===== config.mk =====
export PLATFORM = sky130hd
export DESIGN_NAME = branch_ctrl
export DESIGN_NICKNAME = d
export VERILOG_FILES = /design/src/rtl/branch_pkg.sv /design/src/rtl/branch_lut.sv /design/src/rtl/branch_ctrl.sv
export SDC_FILE = /design/constraint.sdc
export NUM_CORES = 1
export LEC_CHECK = 0
export CORE_MARGIN = 2
export CORE_UTILIZATION = 60
export DETAILED_ROUTE_END_ITERATION = 10
export PLACE_DENSITY = 0.83
export SLEW_MARGIN = 20
export SYNTH_ARGS = -nofsm -noshare
export SYNTH_HDL_FRONTEND = slang
export SYNTH_SLANG_ARGS = --single-unit

===== constraint.sdc =====
create_clock -name Clk -period 5.85 [get_ports Clk]
set_input_delay 1.755 -clock Clk [delete_from_list [all_inputs] [get_ports Clk]]
set_output_delay 1.755 -clock Clk [all_outputs]
set_load 0.005 [all_outputs]

===== src/rtl/branch_pkg.sv =====
// Shared types and constants for the branch controller: FSM states, instruction
// field encodings, decode classes and datapath widths.
package branch_pkg;

    localparam int PC_W      = 10;
    localparam int REL_W     = 6;
    localparam int LUT_IDX_W = 4;
    localparam int LUT_DEPTH = 1 << LUT_IDX_W;
    localparam int INSTR_W   = 9;
    localparam int CNT_W     = 16;

    // Instr[8:7] selects the branch class; Instr[6:5] selects the operation within it.
    localparam logic [1:0] CLASS_BRANCH = 2'b11;
    localparam logic [1:0] OP_ABS       = 2'b10;
    localparam logic [1:0] OP_HALT      = 2'b11;

    typedef enum logic [1:0] {
        ST_IDLE,
        ST_ARMED,
        ST_RUN,
        ST_HALTED
    } state_e;

    typedef enum logic [1:0] {
        DEC_NONE,
        DEC_REL,
        DEC_ABS,
        DEC_HALT
    } decode_e;

    function automatic decode_e decode_instr(input logic [INSTR_W-1:0] instr);
        decode_e cls;
        cls = DEC_NONE;
        if (instr[8:7] == CLASS_BRANCH) begin
            if (!instr[6]) begin
                cls = DEC_REL;
            end else if (instr[6:5] == OP_ABS) begin
                cls = DEC_ABS;
            end else if (instr[6:5] == OP_HALT) begin
                cls = DEC_HALT;
            end
        end
        return cls;
    endfunction

endpackage : branch_pkg


===== src/rtl/branch_lut.sv =====
// 16-entry absolute branch-target table: one synchronous write port and one
// asynchronous read port, so a read of the entry being written returns the old value.
module branch_lut
    import branch_pkg::*;
(
    input  logic                 Clk,
    input  logic                 Reset,
    input  logic                 wr_en,
    input  logic [LUT_IDX_W-1:0] wr_addr,
    input  logic [PC_W-1:0]      wr_data,
    input  logic [LUT_IDX_W-1:0] rd_addr,
    output logic [PC_W-1:0]      rd_data
);

    logic [PC_W-1:0] mem_q [LUT_DEPTH];
    logic [PC_W-1:0] mem_d [LUT_DEPTH];

    // NOTE: every variable assigned in always_comb gets a full default first, so no latch is inferred.
    always_comb begin
        mem_d = mem_q;
        if (wr_en) begin
            mem_d[wr_addr] = wr_data;
        end
    end

    // NOTE: this table is cleared by reset because software relies on unwritten
    // entries reading 0; a plain storage array would normally be left unreset.
    always_ff @(posedge Clk) begin
        if (Reset) begin
            for (int i = 0; i < LUT_DEPTH; i++) begin
                mem_q[i] <= '0;
            end
        end else begin
            mem_q <= mem_d;
        end
    end

    assign rd_data = mem_q[rd_addr];

endmodule : branch_lut


===== src/rtl/branch_ctrl.sv =====
// Program-sequencing controller: launch FSM, zero-latency branch decode driving
// the program counter, and a saturating retired-instruction counter.
module branch_ctrl
    import branch_pkg::*;
(
    input  logic                 Clk,
    input  logic                 Reset,
    input  logic                 Start,
    input  logic [INSTR_W-1:0]   Instr,
    input  logic [PC_W-1:0]      ProgCtr,
    input  logic                 LutWrEn,
    input  logic [LUT_IDX_W-1:0] LutWrAddr,
    input  logic [PC_W-1:0]      LutWrData,
    output logic                 BranchAbsEn,
    output logic                 BranchRelEn,
    output logic [PC_W-1:0]      AbsTarget,
    output logic [REL_W-1:0]     RelTarget,
    output logic                 Running,
    output logic                 Done,
    output logic [CNT_W-1:0]     InstrCount
);

    state_e            state_q, state_d;
    logic [CNT_W-1:0]  count_q, count_d;
    logic              running_q, running_d;
    logic              done_q, done_d;

    decode_e           dec;
    logic              lut_wr_en;
    logic [PC_W-1:0]   lut_rd_data;

    // The table may only change while no program is executing from it.
    assign lut_wr_en = LutWrEn && ((state_q == ST_IDLE) || (state_q == ST_HALTED));

    branch_lut u_lut (
        .Clk     (Clk),
        .Reset   (Reset),
        .wr_en   (lut_wr_en),
        .wr_addr (LutWrAddr),
        .wr_data (LutWrData),
        .rd_addr (Instr[LUT_IDX_W-1:0]),
        .rd_data (lut_rd_data)
    );

    assign dec = decode_instr(Instr);

    always_comb begin
        state_d     = state_q;
        BranchAbsEn = 1'b0;
        BranchRelEn = 1'b0;
        AbsTarget   = '0;
        RelTarget   = '0;

        case (state_q)
            ST_IDLE: begin
                if (Start) state_d = ST_ARMED;
            end
            ST_ARMED: begin
                if (!Start) state_d = ST_RUN;
            end
            ST_RUN: begin
                case (dec)
                    DEC_REL: begin
                        BranchRelEn = 1'b1;
                        RelTarget   = Instr[REL_W-1:0];
                    end
                    DEC_ABS: begin
                        BranchAbsEn = 1'b1;
                        AbsTarget   = lut_rd_data;
                    end
                    DEC_HALT: begin
                        // Self-loop the program counter from the HALT cycle onward.
                        BranchAbsEn = 1'b1;
                        AbsTarget   = ProgCtr;
                        state_d     = ST_HALTED;
                    end
                    default: ;
                endcase
            end
            ST_HALTED: begin
                BranchAbsEn = 1'b1;
                AbsTarget   = ProgCtr;
                if (Start) state_d = ST_ARMED;
            end
            default: state_d = ST_IDLE;
        endcase
    end

    always_comb begin
        count_d = count_q;
        if ((state_q == ST_RUN) && (count_q != '1)) begin
            count_d = count_q + CNT_W'(1);
        end
        if ((state_d == ST_ARMED) && (state_q != ST_ARMED)) begin
            count_d = '0;
        end
        running_d = (state_d == ST_RUN);
        done_d    = (state_d == ST_HALTED);
    end

    // NOTE: sequential state uses non-blocking assignments so all flops update together at the edge.
    always_ff @(posedge Clk) begin
        if (Reset) begin
            state_q   <= ST_IDLE;
            count_q   <= '0;
            running_q <= 1'b0;
            done_q    <= 1'b0;
        end else begin
            state_q   <= state_d;
            count_q   <= count_d;
            running_q <= running_d;
            done_q    <= done_d;
        end
    end

    assign Running    = running_q;
    assign Done       = done_q;
    assign InstrCount = count_q;

endmodule : branch_ctrl


After elaboration in Yosys (flattened, before gate mapping)
Index checks and enable logic that the tools add are counted.

Add/sub/neg operators: 1. Order comparisons: 3. Equality and inequality tests: 14. Mux-type cells: 22. Bitwise operators: 2. Reduce and logical (&&, ||, !) cells: 9.

Operators with widths (number): 160-bit bitwise mux (1); 10-bit binary-select mux with 4-bit select (1); 10-bit demux with 4-bit select (1); 10-bit one-hot mux with 2 select lines (2); 10-bit 2-to-1 mux (3); 2-bit == test (second input constant) (9); 16-bit by 1-bit adder with 16-bit output (second input constant) (1); 16-bit != test (second input constant) (1); 2-bit 2-to-1 mux (7); 6-bit 2-to-1 mux (2); 5-bit greater-or-equal comparator (second input constant) (2); 4-bit NOT with 5-bit output (2); 2-bit by 1-bit == test with 1-bit output (second input constant) (3); 2-bit one-hot mux with 3 select lines (1); 2-bit OR reduction (3); 5-bit by 1-bit less-than comparator with 1-bit output (second input constant) (1); 1-bit logical AND (4); 1-bit 2-to-1 mux (3); 2-bit zero test (1); 2-bit by 1-bit != test with 1-bit output (second input constant) (1); 1-bit one-hot mux with 2 select lines (1); 1-bit logical OR (1).

Register bits: 180. Input bits: 37. Output and inout bits: 36. Logic and storage cells: 71.

Logic depth before layout (Yosys ltp)
Gate-level depths: netlist (run 1).

Word-level depth: 11. Depth in mapped cells: 8.

Cells and area by module
From an unflattened synthesis (run 1), not the netlist that was laid out.

Cell total of the unflattened synthesis: 1004. Area, all modules: 8699.6 sq um.

By module, submodules not included: branch_lut (times used 1, cells each 861, area an instance 7443.4 sq um, seq. area each 3203.1 sq um); branch_ctrl (times used 1, cells each 143, area an instance 1256.2 sq um, seq. area each 400.4 sq um).

Least setup slack after synthesis (run 1)
Ideal clock, no wire load.

Kind: input -> output. Start point: in Instr[3]. End point: out AbsTarget[0]. Arrival: 3048 ps. Data required time: 4095 ps. Setup slack: 1047 ps. Cell stages on the path: 7. Path buffers: 3. Cells stage by stage: clkbuf_1 nand2b_1 clkbuf_1 clkbuf_1 nor2_1 o31ai_1 o21ai_0.

Word-level cells in the longest chain between the ends: 6.

Ends and longest elaborated chain: start, declared (RTL line branch_ctrl.sv:9) `input logic [INSTR_W-1:0] Instr,`; 4-bit NOT with 5-bit output (not written as such) (RTL line branch_lut.sv:38) `assign rd_data = mem_q[rd_addr];`; 10-bit binary-select mux with 4-bit select (RTL line branch_lut.sv:38); 10-bit 2-to-1 mux (not written as such) (2 in a row) (RTL line branch_lut.sv:38); 10-bit one-hot mux with 2 select lines (RTL line branch_ctrl.sv:62) `case (dec)`; 10-bit one-hot mux with 2 select lines (RTL line branch_ctrl.sv:54) `case (state_q)`; end, declared (RTL line branch_ctrl.sv:16) `output logic [PC_W-1:0] AbsTarget,`.

Every way passes these cells. The select of a mux whose other input is x is not followed.

Worst setup path after layout (run 1)
Start point: in Instr[3]. End point: out AbsTarget[4].

The elaborated chain is that of the path after synthesis.

==> reports/metrics.cfg, run 1 <==
[clock_tree]
path_clk_slew_ns=0.06
cts_root_buf=clkbuf_16
clock-sinks=180
cts_buffer_depth=2
cts_tree=built
cts_buffers=17
clk_latency_ns=0.43
cts_setup_buffers=0
cts_resized=0
htreeDepth=4
hold_buffers=0

[run_status]
outcome=finished clean

[setup_path]
crit_buf_inv=2
cp.arrival_ns=4.00
regToRegSetupSlack_ns=3.16
path_class=in2out
r2r_cells=6
r2r-start=state_q[0]
crit_chain=clkdlybuf4s50_1, or2_2, o221ai_1, o21ai_0, o21ai_0, clkdlybuf4s50_1
path_delay_family=buffers and inverters
slowest_delay_ns=0.57
critPathLaunchType=input pin
worstPathRequired_ns=4.09
crit_fanout=18
rr_endpoint=u_lut.mem_q[117]
crit_cells=6
endpoint_kind=output port
cp_slowest_cell=clkdlybuf4s50_1

[logic_synthesis]
synth_cells=958
ys_seq_area_share_pct=43.8
synth_cell_types=49
syn_area_per_cell_sq_um=8.59
synth.top_cell.area_share_pct=43.8
yosysWarnings=0
synth-async-reset-ratio_pct=0
synth_edf_count=0
syn-cell-area_sq_um=8230
synth_ff_type=dfxtp_1
syn_nets=999
yosys.area.top_type=dfxtp_1
ys_ff_latch=180
ys_top_cells_by_area=dfxtp_1 (44%), mux2i_1 (12%), a21oi_1 (7.7%), o21ai_0 (6.7%), nand2_1 (6.3%)

[hold_path]
holdPathStages=2
min_to=u_lut.mem_q[157]
hold_start=u_lut.mem_q[157]
min_path_type=reg2reg

[final_layout]
fillCellCount=1006
regArea_sq_um=3600
final_core_util_pct=72.0
antenna_cells=0
layout.cells.non_filler=1181
finalNetCount=1034
layout-drive-gt1-share_pct=8.56
multi_input_area_sq_um=4310
final_cell_area_sq_um=9580
area_growth_pct=16.4

[power_and_ir_drop]
peakVddDrop_mv=0.231
total_power_mw=2.66
p_per_area_nw_per_um2=277
p_leak_nw=3.49

[die]
ios=73
die_x_microns=121
die_h_microns=121
start_util_pct=61.9
core_area_sq_um=13300
row_count=42
dieArea_sq_um=14700

[placed_design]
routabilityCongestion=0.926
post-place-ws_ns=0.184
io_buffer_count=72
place_area_sq_um=9040
dp_cells=1150
hpwlAfterDp_microns=14900

[timing]
slew_headroom_pct=25.5
fin_skew_ns=0.00657
worst_slew_pin_slew_ns=1.12
drv_slew=0
hold_ws_ns=0.454
setup_ws_ns=0.0942
finalSetupViolCount=0
fmax_mhz=174
hold_violations=0
grt_setup_unrepaired=no
fin_crit_sh_pct=98.4
layout_min_cycle_time_ns=5.76
finalSetupTns_ns=0

[detailed_routing]
vias=7565
drt-total-wl_microns=23300
final_antenna_net_count=0
drc_errors=0
drt_iter0_markers=993
routedWlPerCell_microns=19.8
first_pass_iters=8
viasPerCell=6.41

[global_routing]
grtUsageTotal_pct=32.5
grt_antenna_before_repair=0
grt_pass1_vias=7070
grt_max_degree=110
grt_overflow=0
grt_pass1_wl_microns=37000

[job]
drv_cap=0

[how the worst max path moves through the flow]
stage / startpoint / to / slack, ns
floorplan: Instr[3] / AbsTarget[0] / 1.05
global placement: Instr[3] / AbsTarget[5] / 0.18
detailed placement: Instr[3] / AbsTarget[4] / 0.18
CTS: Instr[3] / AbsTarget[4] / 0.15
global route: Instr[3] / AbsTarget[5] / 0.03
finish: Instr[3] / AbsTarget[4] / 0.09
[Yosys cell counts (3+ instances only)]
library cell,count
nor3_1,6
o221ai_1,9
and2_1,7
nor2_1,72
o2bb2ai_1,4
inv_1,7
o21ai_0,110
or4_1,3
a211oi_1,6
o22ai_1,10
dfxtp_1,180
buf_1,5
o31ai_1,10
or3_1,3
a21oi_1,127
or2_2,6
nand2b_1,10
clkbuf_1,58
mux4_2,16
nand3_1,18
nand4_1,5
mux2i_1,99
ha_1,4
buf_2,11
buf_4,3
nand2_1,139
[worst register-to-register path: cells and delay by family (launching register included)]
kind / cells / cell delay, ns
and+or+nand+nor: 3 / 1.23
muxes: 1 / 0.39
DFF: 1 / 0.46
adders and majority gates: 1 / 0.37
buffers and inverters: 1 / 0.08
[routing by layer]
metal	track usage [%]	part of all wire, %	up-vias
met4	13.6	3.1	0
met2	50.6	47	422
met1	44.3	41	3607
met5	0	0	-
met3	6.34	9.6	67
li1	-	-	3469
[cells by family (layout without fill, tap and decap cells)]
group                      Yosys count  count (layout)  share of synthesized area [%]
and+or+nand+nor                    288             288                           15.8
AOI/OAI and AO/OA                  285             285                           19.0
DFF                                180             180                           43.8
muxes                              116             116                           16.6
buffers and inverters               84             131                           4.13
adders and majority gates            4               4                          0.608
xor gates and xnor gates             1               1                          0.106
[layout make-up]
type | count | area share [%]
Clock buffer | 21 | 4.70
Clock inverter | 10 | 0.888
Inverter | 7 | 0.274
Tap cell | 176 | 2.30
Multi-Input combinational cell | 694 | 45.0
Timing Repair Buffer | 93 | 9.25
Sequential cell | 180 | 37.6
[registers in the layout (all words and copies together), names as in the netlist]
register / count
InstrCount: 16
Done: 1
Running: 1
state_q: 2
u_lut.mem_q: 160
[placed cells by master (no fill, tap or decap), types with 6 or more instances in the layout]
| master | netlist | layout |
|---|---|---|
| a211oi_1 | 6 | 6 |
| a21oi_1 | 127 | 127 |
| and2_1 | 7 | 7 |
| buf_4 | 3 | 22 |
| clkbuf_16 | 0 | 17 |
| clkdlybuf4s50_1 | 0 | 70 |
| dfxtp_1 | 180 | 180 |
| inv_1 | 7 | 7 |
| mux2i_1 | 99 | 99 |
| mux4_2 | 16 | 16 |
| nand2_1 | 139 | 139 |
| nand2b_1 | 10 | 10 |
| nand3_1 | 18 | 18 |
| nor2_1 | 72 | 72 |
| o21ai_0 | 110 | 110 |
| o221ai_1 | 9 | 9 |
| o22ai_1 | 10 | 10 |
| o31ai_1 | 10 | 9 |
| or2_2 | 6 | 6 |
[power by group]
group | internal [mW] | switching (mW)
clock | 0.590 | 0.476
sequential | 1.25 | 0.0197
combinational | 0.118 | 0.200
Power figures use the tool's default switching activity.
==> run 2: changes to the inputs <==
- MAX_ROUTING_LAYER: unset -> met4
==> run 2 against run 1 <==
Maximum frequency down 0.69%; critical path depth unchanged; clock power about the same; first-iteration DRC count increased by 6.2%; via count up 0.73%; global-route usage grew 0.99 points; design area did not move; die area did not move; core utilization did not move; worst hold slack better by 0.00089 ns; critical path type unchanged; critical endpoint unchanged; largest power group unchanged.
==> reports/metrics.cfg, run 2 (synthesized netlist as in run 1, its figures left out) <==
[run_status]
outcome=finished clean  ; unchanged

[setup_path]
crit_buf_inv=2  ; unchanged
path_delay_family=buffers and inverters  ; unchanged
worstPathRequired_ns=4.09  ; about the same
cp.arrival_ns=4.04  ; was 4.00 ns
critPathLaunchType=input pin  ; unchanged
path_class=in2out  ; unchanged
r2r_cells=6  ; unchanged
r2r-start=state_q[0]  ; unchanged
cp_slowest_cell=clkdlybuf4s50_1  ; unchanged
crit_fanout=18  ; unchanged
crit_chain=clkdlybuf4s50_1, or2_2, o221ai_1, o21ai_0, o21ai_0, clkdlybuf4s50_1  ; unchanged
endpoint_kind=output port  ; unchanged
regToRegSetupSlack_ns=3.15  ; was 3.16 ns
crit_cells=6  ; unchanged
rr_endpoint=u_lut.mem_q[33]  ; was u_lut.mem_q[117]
slowest_delay_ns=0.58  ; was 0.57 ns

[final_layout]
layout-drive-gt1-share_pct=8.56  ; unchanged
layout.cells.most_common=dfxtp_1  ; unchanged
regMostFlops=u_lut.mem_q  ; unchanged
largest_reg_flops=160  ; unchanged
finalNetCount=1034  ; unchanged
final_cell_area_sq_um=9580  ; unchanged
layout.cells.non_filler=1181  ; unchanged
most-common-layout-cells=dfxtp_1 (180), nand2_1 (139), a21oi_1 (127), o21ai_0 (110), mux2i_1 (99)  ; unchanged
antenna_cells=0  ; unchanged
area_growth_pct=16.4  ; unchanged

[power_and_ir_drop]
total_power_mw=2.65  ; was 2.66 mW
pwr-share-clk_pct=40.1  ; about the same
p_per_area_nw_per_um2=277  ; about the same
p_int_mw=1.96  ; about the same
p_seq_share_pct=48.0  ; was 47.9%
comb_power_share_pct=12.0  ; about the same
switching_share_pct=26.1  ; was 26.2%
p_leak_nw=3.49  ; unchanged
peakVddDrop_mv=0.231  ; about the same
p_sw_mw=0.692  ; was 0.695 mW

[timing]
finalSetupViolCount=0  ; unchanged
finalSetupTns_ns=0  ; unchanged
fmax_mhz=173  ; was 174 MHz
hold_violations=0  ; unchanged
fin_crit_sh_pct=99.1  ; was 98.4%
hold_ws_ns=0.455  ; was 0.454 ns
grt_setup_unrepaired=no  ; unchanged
drv_slew=0  ; unchanged
slew_headroom_pct=25.4  ; was 25.5%
layout_min_cycle_time_ns=5.80  ; was 5.76 ns
fin_skew_ns=0.00859  ; was 0.00657 ns
worst_slew_pin_slew_ns=1.12  ; about the same

[hold_path]
hold_start=u_lut.mem_q[157]  ; unchanged
min_path_type=reg2reg  ; unchanged
min_to=u_lut.mem_q[157]  ; unchanged
holdPathStages=2  ; unchanged

[detailed_routing]
topRoutingLayerUsed=met4  ; unchanged
routedWlPerCell_microns=19.8  ; about the same
vias=7620  ; was 7,565
drt_iter0_markers=1055  ; was 993
first_pass_iters=8  ; unchanged
wl_met2_microns=10900  ; about the same
drt-total-wl_microns=23400  ; was 23,300 microns
final_antenna_net_count=0  ; unchanged
wl_met1_microns=9480  ; about the same
drc_errors=0  ; unchanged
wl_met3_microns=2400  ; was 2250 microns
viasPerCell=6.45  ; was 6.41

[global_routing]
grtUsageTotal_pct=33.5  ; was 32.5%
grt_pass1_wl_microns=37100  ; was 37,000 microns
grt_pass1_vias=7050  ; was 7,070
grt_max_degree=110  ; unchanged
grt_overflow=0  ; unchanged
grt_antenna_before_repair=0  ; unchanged

[placed_design]
hpwlAfterDp_microns=14900  ; unchanged
io_buffer_count=72  ; unchanged
place_area_sq_um=9040  ; unchanged
routabilityCongestion=0.942  ; was 0.926
dp_cells=1150  ; unchanged

[job]
drv_cap=0  ; unchanged

[clock_tree]
cts_root_buf=clkbuf_16  ; unchanged
clk_latency_ns=0.43  ; about the same
cts_tree=built  ; unchanged
cts_resized=0  ; unchanged
cts_buffer_depth=2  ; unchanged
path_clk_slew_ns=0.06  ; about the same
cts_buffers=17  ; unchanged
htreeDepth=4  ; unchanged
hold_buffers=0  ; unchanged
clock-sinks=180  ; unchanged
cts_setup_buffers=0  ; unchanged

[die]
die_h_microns=121  ; unchanged
core_area_sq_um=13300  ; unchanged
die_x_microns=121  ; unchanged
ios=73  ; unchanged
dieArea_sq_um=14700  ; unchanged
row_count=42  ; unchanged
start_util_pct=61.9  ; unchanged

## run 2: cell counts in the layout (fill, tap and decap cells not counted)
Identical to the previous run, type by type.
## run 2: power by group through the flow
stage / Combinational (mW) / Clock (mW) / Sequential [mW]
6_report: 0.318 / 1.06 / 1.27
5_1_grt: 0.341 / 1.12 / 1.27
4_1_cts: 0.312 / 1.06 / 1.27
3_5_place_dp: 0.310 / 0 / 1.30
3_3_place_gp: 0.302 / 0 / 1.30
2_1_floorplan: 0.188 / 0 / 1.29
## run 2: cell type report
type                       count  area, sq um
inverter                       7         26.3
timing repair buffer          93          886
multi-input combinational    694         4310
sequential                   180         3600
clock buffer                  21          450
fill                        1006         3720
tap                          176          220
clock inverter                10         85.1
## run 2: worst register-to-register path, delay by kind of cell, from the launching register on
| kind | cells | cell delay, ns |
|---|---|---|
| buffers and inverters | 1 | 0.08 |
| AND/OR/NAND/NOR | 3 | 1.36 |
| multiplexers | 1 | 0.27 |
| adder cells (fa/ha/maj) | 1 | 0.37 |
| flip-flops | 1 | 0.46 |
## run 2: worst max-delay path by stage
stage / from / to / slack (ns)
3_5_place_dp: Instr[3] / AbsTarget[4] / 0.18
3_3_place_gp: Instr[3] / AbsTarget[5] / 0.18
6_report: Instr[3] / AbsTarget[4] / 0.05
5_1_grt: Instr[3] / AbsTarget[5] / 0.02
4_1_cts: Instr[3] / AbsTarget[4] / 0.15
2_1_floorplan: Instr[3] / AbsTarget[0] / 1.05
## run 2: per-stage QoR
stage / setup WS (ns) / util, %
floorplan: 1.05 / -
CTS: 0.145 / 72.0
detailed placement: 0.184 / 68.0
global route: 0.0249 / 72.0
finish: 0.0541 / 72.0
global placement: 0.182 / 67.9
## run 2: layer usage
metal,up-vias,global-route usage [%]
li1,3472,-
met5,-,-
met3,59,6.25
met2,454,50.5
met1,3635,44.5
met4,0,13.9
==> run 3: changes to the inputs <==
- PLACE_DENSITY: 0.83 -> 0.86
- SKIP_LAST_GASP: unset -> 1
==> run 3 against run 2 <==
Maximum frequency grew 1.6%; non-clock buffer count shrank 1; power grew 0.47%; die area is the same; sequential power is essentially flat; global-route usage shrank 0.43 points; worst setup slack gained 0.090 ns; cell count is essentially flat; combinational power is essentially flat; core utilization is essentially flat; via count shrank 0.73%; clock power is essentially flat.
==> reports/metrics.cfg, run 3 (synthesized netlist as in run 1, its figures left out) <==
[run_status]
outcome=finished clean  ; unchanged

[global_routing]
grt_max_degree=68  ; was 110
grt_pass1_vias=7088  ; was 7,050
grtUsageTotal_pct=33.0  ; was 33.5%
grt_overflow=0  ; unchanged
grt_pass1_wl_microns=36800  ; was 37,100 microns
grt_antenna_before_repair=0  ; unchanged

[die]
die_x_microns=121  ; unchanged
start_util_pct=61.9  ; unchanged
dieArea_sq_um=14700  ; unchanged
ios=73  ; unchanged
row_count=42  ; unchanged
core_area_sq_um=13300  ; unchanged
die_h_microns=121  ; unchanged

[detailed_routing]
final_antenna_net_count=0  ; unchanged
drt-total-wl_microns=23100  ; was 23,400 microns
drc_errors=0  ; unchanged
first_pass_iters=6  ; was 8
viasPerCell=6.41  ; was 6.45
drt_iter0_markers=981  ; was 1,055
routedWlPerCell_microns=19.6  ; was 19.8 microns
vias=7564  ; was 7,620

[timing]
finalSetupTns_ns=0  ; unchanged
fmax_mhz=175  ; was 173 MHz
hold_violations=0  ; unchanged
fin_crit_sh_pct=97.5  ; was 99.1%
worst_slew_pin_slew_ns=0.997  ; was 1.12 ns
finalSetupViolCount=0  ; unchanged
slew_headroom_pct=33.4  ; was 25.4%
drv_slew=0  ; unchanged
fin_skew_ns=0.00679  ; was 0.00859 ns
layout_min_cycle_time_ns=5.71  ; was 5.80 ns
grt_setup_unrepaired=no  ; unchanged

[final_layout]
antenna_cells=0  ; unchanged
layout.cells.most_common=dfxtp_1  ; unchanged
final_core_util_pct=72.0  ; about the same
layout-drive-gt1-share_pct=8.07  ; was 8.56%
largest_reg_flops=160  ; unchanged
regMostFlops=u_lut.mem_q  ; unchanged
most-common-layout-cells=dfxtp_1 (180), nand2_1 (139), a21oi_1 (127), o21ai_0 (110), mux2i_1 (99)  ; unchanged
finalNetCount=1033  ; was 1,034
area_growth_pct=16.3  ; was 16.4%

[power_and_ir_drop]
p_per_area_nw_per_um2=278  ; was 277 nW/um^2
p_seq_share_pct=47.7  ; was 48.0%
comb_power_share_pct=11.9  ; was 12.0%
pwr-share-clk_pct=40.4  ; was 40.1%
switching_share_pct=25.4  ; was 26.1%
p_int_mw=1.99  ; was 1.96 mW
p_sw_mw=0.678  ; was 0.692 mW
p_leak_nw=3.49  ; about the same
peakVddDrop_mv=0.209  ; was 0.231 mV

[clock_tree]
htreeDepth=4  ; unchanged
cts_tree=built  ; unchanged
cts_setup_buffers=0  ; unchanged
hold_buffers=0  ; unchanged
clock-sinks=180  ; unchanged
cts_buffer_depth=2  ; unchanged
cts_buffers=17  ; unchanged
path_clk_slew_ns=0.06  ; about the same
cts_root_buf=clkbuf_16  ; unchanged
clk_latency_ns=0.43  ; about the same
cts_resized=0  ; unchanged

[setup_path]
crit_buf_inv=3  ; was 2
endpoint_kind=output port  ; unchanged
path_class=in2out  ; unchanged
slowest_delay_ns=0.58  ; about the same
crit_chain=clkdlybuf4s50_1, buf_4, nand2_1, o22ai_1, o21ai_0, o21ai_0, clkdlybuf4s50_1  ; was clkdlybuf4s50_1, or2_2, o221ai_1, o21ai_0, o21ai_0, clkdlybuf4s50_1
crit_fanout=20  ; was 18
critPathLaunchType=input pin  ; unchanged
path_delay_family=buffers and inverters  ; unchanged
cp.arrival_ns=3.95  ; was 4.04 ns
worstPathRequired_ns=4.09  ; about the same
cp_slowest_cell=clkdlybuf4s50_1  ; unchanged

[placed_design]
routabilityCongestion=0.892  ; was 0.942
io_buffer_count=72  ; unchanged
hpwlAfterDp_microns=14800  ; was 14,900 microns

[job]
drv_cap=0  ; unchanged

[hold_path]
min_path_type=reg2reg  ; unchanged

-- run 3: changes by cell type in the layout (fill, tap and decap cells not counted) --
cell and delta:
clkbuf_1 +4, clkbuf_8 +2, buf_4 -1, clkinv_2 -3, clkinvlp_4 -3
-- run 3: through the flow --
stage / cell area [sq um] / cells / setup WS [ns] / total power [mW] / hold slack, ns
floorplan: 8230 / 958 / 1.05 / 1.48 / 0.433
global placement: 9020 / 1149 / 0.223 / 1.60 / 0.441
detailed placement: 9020 / 1149 / 0.197 / 1.60 / 0.446
CTS: 9560 / 1180 / 0.170 / 2.65 / 0.455
global route: 9580 / 1180 / 0.0512 / 2.74 / 0.479
finish: 9580 / 1180 / 0.144 / 2.67 / 0.453
-- run 3: metal layers --
metal / track usage [%] / wire length [microns] / vias to the layer above
met5: - / 0 / -
met4: 11.5 / 493 / 0
met3: 6.86 / 2150 / 42
met2: 50.4 / 10900 / 391
met1: 44.0 / 9560 / 3665
li1: - / - / 3466
-- run 3: final timing paths --
path	start	to	slack (ns)	depth (start not counted)
setup / recovery	Instr[1]	AbsTarget[9]	0.14	7
hold / removal	u_lut.mem_q[151]	u_lut.mem_q[151]	0.45	2
hold reg to reg	u_lut.mem_q[151]	u_lut.mem_q[151]	0.45	2
setup reg to reg	state_q[0]	u_lut.mem_q[101]	2.93	7
-- run 3: area by class of cell --
type	instances	area [sq um]
Inverter	7	26.3
Fill cell	1006	3720
Clock buffer	27	493
Multi-Input combinational cell	694	4310
Tap cell	176	220
Timing Repair Buffer	92	878
Sequential cell	180	3600
Clock inverter	4	47.5
-- run 3: worst min-delay path, delay by kind of cell, from the launching register on --
kind | cells | cell delay, ns
AO/OA/AOI/OAI | 1 | 0.05
flip-flops | 1 | 0.31
AND/OR/NAND/NOR | 1 | 0.05
-- run 3: power by group through the flow --
stage	Combinational [mW]	Clock, mW	Sequential [mW]
after global placement	0.299	0	1.30
after global routing	0.338	1.13	1.28
final	0.318	1.08	1.27
after detailed placement	0.304	0	1.30
after floorplan	0.188	0	1.29
after CTS	0.306	1.07	1.27
